--- config.mk ---
export PLATFORM = sky130hd
export DESIGN_NAME = hamming_rx_deframer
export DESIGN_NICKNAME = d
export VERILOG_FILES = /design/src/rtl/hamming_pkg.sv /design/src/rtl/hamming_rx_deframer.sv
export SDC_FILE = /design/constraint.sdc
export NUM_CORES = 1
export LEC_CHECK = 0
export BUFFER_PORTS_ARGS = -buffer_cell sky130_fd_sc_hd__buf_2
export CAP_MARGIN = 15
export CORE_ASPECT_RATIO = 0.9
export CORE_MARGIN = 1
export CORE_UTILIZATION = 53
export CTS_CLUSTER_DIAMETER = 200
export DETAILED_ROUTE_END_ITERATION = 6
export PLACE_DENSITY = 0.76
export SYNTH_ARGS = -nofsm -noshare
export SYNTH_HDL_FRONTEND = slang
export SYNTH_SLANG_ARGS = --single-unit
--- constraint.sdc ---
create_clock -name clk -period 1.5 [get_ports clk]
set_clock_uncertainty 0.05 [all_clocks]
set_input_delay 0.15 -clock clk [delete_from_list [all_inputs] [get_ports clk]]
set_output_delay 0.15 -clock clk [all_outputs]
set_load 0.05 [all_outputs]
--- src/rtl/hamming_pkg.sv ---
// Constants shared by the Hamming(7,4) receive path: deframer, decoder, encoder/serialiser.
// Holds codeword/data widths and the deframer state encoding.
// No logic lives here.
package hamming_pkg;

   localparam int HAM_CW_WIDTH   = 7;
   localparam int HAM_DATA_WIDTH = 4;

   // Deframer state encoding, kept numeric so other blocks and debug tools agree on it
   localparam logic [1:0] RX_IDLE = 2'd0;
   localparam logic [1:0] RX_DATA = 2'd1;
   localparam logic [1:0] RX_STOP = 2'd2;

   typedef enum logic [1:0] {
      ST_IDLE = RX_IDLE,
      ST_DATA = RX_DATA,
      ST_STOP = RX_STOP
   } rx_state_t;

endpackage

--- src/rtl/hamming_rx_deframer.sv ---
// Recovers 7-bit codewords from a start/stop framed serial line and hands them to the decoder.
// Latency: codeword valid one clk after the stop-bit strobe; frame_err pulses on that same clk.
// Backpressure: one-entry valid/ready buffer; a good frame arriving while it is full is dropped and sets sticky overrun.
module hamming_rx_deframer
   import hamming_pkg::*;
#(
   parameter int CW_WIDTH  = HAM_CW_WIDTH,
   // Must satisfy 2**CNT_WIDTH >= CW_WIDTH
   parameter int CNT_WIDTH = 3
) (
   input  logic                clk,
   input  logic                rst_n,
   input  logic                bit_en,
   input  logic                rx_bit,
   output logic [CW_WIDTH-1:0] cw_data,
   output logic                cw_valid,
   input  logic                cw_ready,
   output logic                frame_err,
   output logic                overrun,
   input  logic                clr_overrun
);

   localparam logic [CNT_WIDTH-1:0] LAST_BIT = CNT_WIDTH'(CW_WIDTH - 1);
   localparam logic [CNT_WIDTH-1:0] CNT_ONE  = CNT_WIDTH'(1);

   rx_state_t             state;
   logic [CNT_WIDTH-1:0]  bit_cnt;
   logic [CW_WIDTH-1:0]   shift_reg;

   logic                  stop_ok;
   logic                  xfer;
   logic                  buf_free;

   // A good stop bit on a strobe means the shift register holds a complete codeword
   assign stop_ok  = bit_en && (state == ST_STOP) && rx_bit;
   assign xfer     = cw_valid && cw_ready;
   // The buffer can take a new word if empty or being drained on this very edge
   assign buf_free = !cw_valid || cw_ready;

   // Framing FSM: hunt for start bit, shift codeword MSB first, then judge the stop bit
   always_ff @(posedge clk or negedge rst_n) begin
      if (!rst_n) begin
         state     <= ST_IDLE;
         bit_cnt   <= '0;
         shift_reg <= '0;
         frame_err <= 1'b0;
      end else begin
         frame_err <= 1'b0;
         if (bit_en) begin
            case (state)
               ST_IDLE: begin
                  if (!rx_bit) begin
                     state   <= ST_DATA;
                     bit_cnt <= '0;
                  end
               end
               ST_DATA: begin
                  // No start-bit check here: a 0 mid-frame is just data
                  shift_reg <= {shift_reg[CW_WIDTH-2:0], rx_bit};
                  bit_cnt   <= bit_cnt + CNT_ONE;
                  if (bit_cnt == LAST_BIT) begin
                     state <= ST_STOP;
                  end
               end
               ST_STOP: begin
                  // Either way the next strobe may already carry a start bit
                  state     <= ST_IDLE;
                  frame_err <= !rx_bit;
               end
               default: begin
                  state <= ST_IDLE;
               end
            endcase
         end
      end
   end

   // Output buffer and overrun flag; a bad frame never reaches this block
   always_ff @(posedge clk or negedge rst_n) begin
      if (!rst_n) begin
         cw_data  <= '0;
         cw_valid <= 1'b0;
         overrun  <= 1'b0;
      end else begin
         if (stop_ok && buf_free) begin
            cw_data  <= shift_reg;
            cw_valid <= 1'b1;
         end else if (xfer) begin
            cw_valid <= 1'b0;
         end

         // Set beats clear when both land on the same edge
         if (stop_ok && !buf_free) begin
            overrun <= 1'b1;
         end else if (clr_overrun) begin
            overrun <= 1'b0;
         end
      end
   end

endmodule

# After elaboration in Yosys (flattened, before gate mapping)
# Index checks and enable logic that the tools add are counted.
# totals
output_inout_bits,10
ff_bits,22
elab_cells,40
inputBits,6
# classes
eq_ne,5
n_mux,11
n_reduce_logical,16
n_addsub,1
# ops
op,n
$mux W1,6
$pmux W3 S2,1
$reduce_and A3 Y1,2
$reduce_bool A2 Y1,3
$logic_and A1 B1 Y1,5
$mux W2,2
$ne A2 B2 Y1 const B,2
$pmux W2 S2,1
$add A3 B1 Y3 const B,1
$eq A3 B3 Y1 const B,1
$logic_not A1 Y1,3
$mux W3,1
$eq A2 B1 Y1 const B,1
$eq A2 B2 Y1 const B,1
$logic_not A2 Y1,1
$reduce_and A2 Y1,1
$logic_or A1 B1 Y1,1

# Longest topological paths before layout
# depth
depth_word,5
mapped_depth,5

# Worst setup path before layout
# OpenSTA, ideal clock, no wires.
# synth_path
kind,register to register
startpoint,register cw_valid
endpoint,register cw_data[0]
stages_incl_launch_ff,5
setup_time_ns,0.125
arrival_time_ns,1.311
n_path_buf,1
synth_period_minus_slack_ns,1.486
slack_ns,0.014
cell_sequence,dfrtp_1 -> nand2b_1 -> nor2b_2 -> buf_6 -> mux2_2
# synth_between
elab_chain_cells,3
# synth_lines
element,line_no,rtl
start: declaration,hamming_rx_deframer.sv:16,"output logic cw_valid,"
start signal: assignment,hamming_rx_deframer.sv:82,cw_valid <= 1'b0;
start signal: assignment,hamming_rx_deframer.sv:87,cw_valid <= 1'b1;
start signal: assignment,hamming_rx_deframer.sv:89,cw_valid <= 1'b0;
$logic_not A1 Y1,hamming_rx_deframer.sv:38,assign buf_free = !cw_valid || cw_ready;
$logic_or A1 B1 Y1,hamming_rx_deframer.sv:38,
$logic_and A1 B1 Y1,hamming_rx_deframer.sv:85,if (stop_ok && buf_free) begin
end signal: assignment,hamming_rx_deframer.sv:86,cw_data <= shift_reg;
end: declaration,hamming_rx_deframer.sv:15,"output logic [CW_WIDTH-1:0] cw_data,"
# Every way passes these cells.
# A chain may end at the register's enable or synchronous reset.

# Worst setup path after layout
# layout_path
startpoint,register state[0]
endpoint,register cw_data[1]
# layout_between
elab_chain_cells,4
# layout_lines
element,line_no,rtl
start: declaration,hamming_rx_deframer.sv:26,rx_state_t state;
start signal: assignment,hamming_rx_deframer.sv:43,state <= ST_IDLE;
start signal: assignment,hamming_rx_deframer.sv:53,state <= ST_DATA;
start signal: assignment,hamming_rx_deframer.sv:62,state <= ST_STOP;
$eq A2 B2 Y1,hamming_rx_deframer.sv:35,assign stop_ok = bit_en && (state == ST_STOP) && rx_bit;
$logic_and A1 B1 Y1 (2 in series),hamming_rx_deframer.sv:35,
$logic_and A1 B1 Y1,hamming_rx_deframer.sv:85,
# Every way passes these cells.

==> flow_summary.json <==
{
  "antenna_cells": 0,
  "drc_errors": 0,
  "hpwlAfterDp_mm": 1.02,
  "grt_pass1_vias": 566,
  "grt_max_degree": 23,
  "synth_xor_xnor_area_share_pct": 0,
  "routabilityCongestion": 0.787,
  "crit_path_end_kind": "flop",
  "grt.overflow.total": 0,
  "setup_viol": 0,
  "cts_tree": "done",
  "layout_common_cells": "dfrtp_1, buf_2, mux2_2",
  "ys_ff_latch": 22,
  "crit_type": "flop to flop",
  "critPathMaxFanout": 7,
  "fin_crit_sh_pct": 89.9,
  "r2r-end": "cw_data[1]",
  "startpoint_type": "flop",
  "ys_warn_count": 0,
  "p_leak_nw": 0.581,
  "outcome": "complete, no violations",
  "core_um2": 1660,
  "pwr_density_cell_nw_per_um2": 1880,
  "drt-pass1-iter-count": 4,
  "tns_ns": 0,
  "top_level_ports": 16,
  "wl_met2_um": 713,
  "synth_area_leaders": "dfrtp_1, mux2_2, ha_1",
  "peakVddDrop_v": 0.00102,
  "muxShareOfSynthArea_pct": 17.9,
  "final-hold-violation-count": 0,
  "fp.dieW_um": 46.4,
  "reg2reg_slack_ns": 0.15,
  "synth.net_count": 74,
  "vias_per_cell": 5.24,
  "syn_area_per_cell_um2": 14.2,
  "drive_gt1_share_pct": 45.3,
  "synth_edf_count": 0,
  "ys.flop_type": "dfrtp_1",
  "postCtsSetupBuffers": 0,
  "min_path_type": "input pin to flop",
  "cts_buffer_depth": 2,
  "die_height_um": 41.9,
  "track_usage_pct": 17.7,
  "m1WireLength_um": 698,
  "crit_chain": "nand4b_4 > nor2b_4 > mux2_2",
  "min_to": "frame_err",
  "antenna_found_initial": 0,
  "synth_simple_gate_area_share_pct": 10.3,
  "mostFrequentLayoutCell": "dfrtp_1",
  "yosysTopAreaCell": "dfrtp_1",
  "fin_nets": 95,
  "cts_num_sinks": 22,
  "worstHoldStart": "rx_bit",
  "synthCells": 66,
  "cp_slowest_stage_delay_ns": 0.39,
  "placed_cells": 104,
  "yosysUniqueCellTypes": 23,
  "synth_area_um2": 938,
  "fmax_mhz": 742,
  "ys_seq_area_share_pct": 58.7,
  "drv_slew": 0,
  "wl_mm": 1.46,
  "cap_violations": 0,
  "crit_arrival_ns": 1.48,
  "relSlewSlack_pct": 68.6,
  "start_util_pct": 56.4,
  "wl_met3_um": 43,
  "period_minus_slack_ns": 1.35,
  "synthAdderAreaFrac_pct": 2.67,
  "avgRoutedWirePerCell_um": 13.2,
  "grt_first_pass_wirelength_mm": 2.48,
  "synth-compound-area-share_pct": 6.00,
  "cts_max_level": 1,
  "timing.rr.start": "state[0]",
  "die_area_um2": 1940,
  "cts-root-buf": "clkbuf_4",
  "numCtsBuffers": 3,
  "required_ns": 1.63,
  "clk_pin_slew_ns": 0.11,
  "synth_top_area_share_pct": 58.7,
  "drtAntennaViolNets": 0,
  "slowest_stage": "dfrtp_1",
  "dr.max_layer_used": "met3",
  "synth_top_family_by_area": "multiplexers",
  "rsz0062_at_grt": "false",
  "worst_pin_slew_ns": 0.472,
  "first_iter_violations": 11,
  "clk_latency_ns": 0.30,
  "synthArstFlopShare_pct": 100,
  "r2r_cells": 3,
  "dr_total_vias": 576,
  "stdcell_count": 110,
  "hold_path_depth": 2,
  "num_rows": 14,
  "area_growth_pct": 18.5,
  "portBuffers": 15,
  "holdWs_ns": 0.0577
}
## worst max-delay path by stage
| stage | start | end | cells past startpoint |
|---|---|---|---|
| 3_3_place_gp | state[0] | cw_data[3] | 3 |
| 2_1_floorplan | cw_valid | cw_data[0] | 4 |
| 4_1_cts | state[1] | cw_data[1] | 3 |
| 6_report | state[0] | cw_data[1] | 3 |
| 5_1_grt | state[0] | cw_data[1] | 3 |
| 3_5_place_dp | state[0] | cw_data[1] | 3 |
## stage by stage
stage / setup WS, ns / area [um2] / power, mW / utilization [%]
finish: 0.152 / 1110 / 2.09 / 66.8
global placement: 0.105 / 1030 / 1.63 / 62.2
CTS: 0.0286 / 1110 / 2.11 / 66.5
detailed placement: 0.0522 / 1030 / 1.66 / 62.2
global route: 0.0908 / 1110 / 2.22 / 66.8
floorplan: 0.0143 / 938 / 1.48 / -
## metal layers
| metal | track usage, % | vias to the layer above |
|---|---|---|
| met5 | 0 | - |
| met4 | 3.53 | 0 |
| met3 | 3.91 | 0 |
| met2 | 26.9 | 13 |
| met1 | 25.9 | 289 |
| li1 | - | 274 |
## logic make-up (layout without fill, tap and decap cells)
| family | after synthesis | count (layout) |
|---|---|---|
| flops | 22 | 22 |
| fa+ha+maj | 2 | 2 |
| compound gates | 8 | 8 |
| simple gates | 11 | 11 |
| mux | 15 | 15 |
| buf+inv | 8 | 28 |
## timing repair
item / 4_1_cts / 5_1_grt
resized for setup: 0 / 1
setup endpoints to repair: 0 / 7
hold buffers: 2 / 0
hold endpoints to repair: 23 / 0
## power by group
| group | switching (mW) | internal [mW] | total [mW] | leakage (nW) |
|---|---|---|---|---|
| Sequential | 0.142 | 0.798 | 0.941 | 0.279 |
| Clock | 0.172 | 0.270 | 0.442 | 0.0279 |
| Combinational | 0.392 | 0.320 | 0.711 | 0.274 |
| Total | 0.706 | 1.39 | 2.09 | 0.581 |
## synth_stat cells, drive strengths merged, types with 2 or more instances
master,number
o2bb2ai,2
a21oi,2
mux2,14
o22ai,2
dfrtp,22
ha,2
buf,3
nand2,2
inv,5
## layout make-up
class | instances | area (um2)
Tap cell | 24 | 30.0
Timing Repair Buffer | 19 | 110
Multi-Input combinational cell | 36 | 350
Fill cell | 120 | 552
Clock inverter | 1 | 30.0
Clock buffer | 3 | 22.5
Inverter | 5 | 18.8
Sequential cell | 22 | 551
## worst max-delay path: cells and delay by family (launching register included)
family / cells / cell delay (ns)
AND/OR/NAND/NOR: 2 / 0.43
flip-flops: 1 / 0.39
multiplexers: 1 / 0.37
Power figures use the tool's default switching activity.
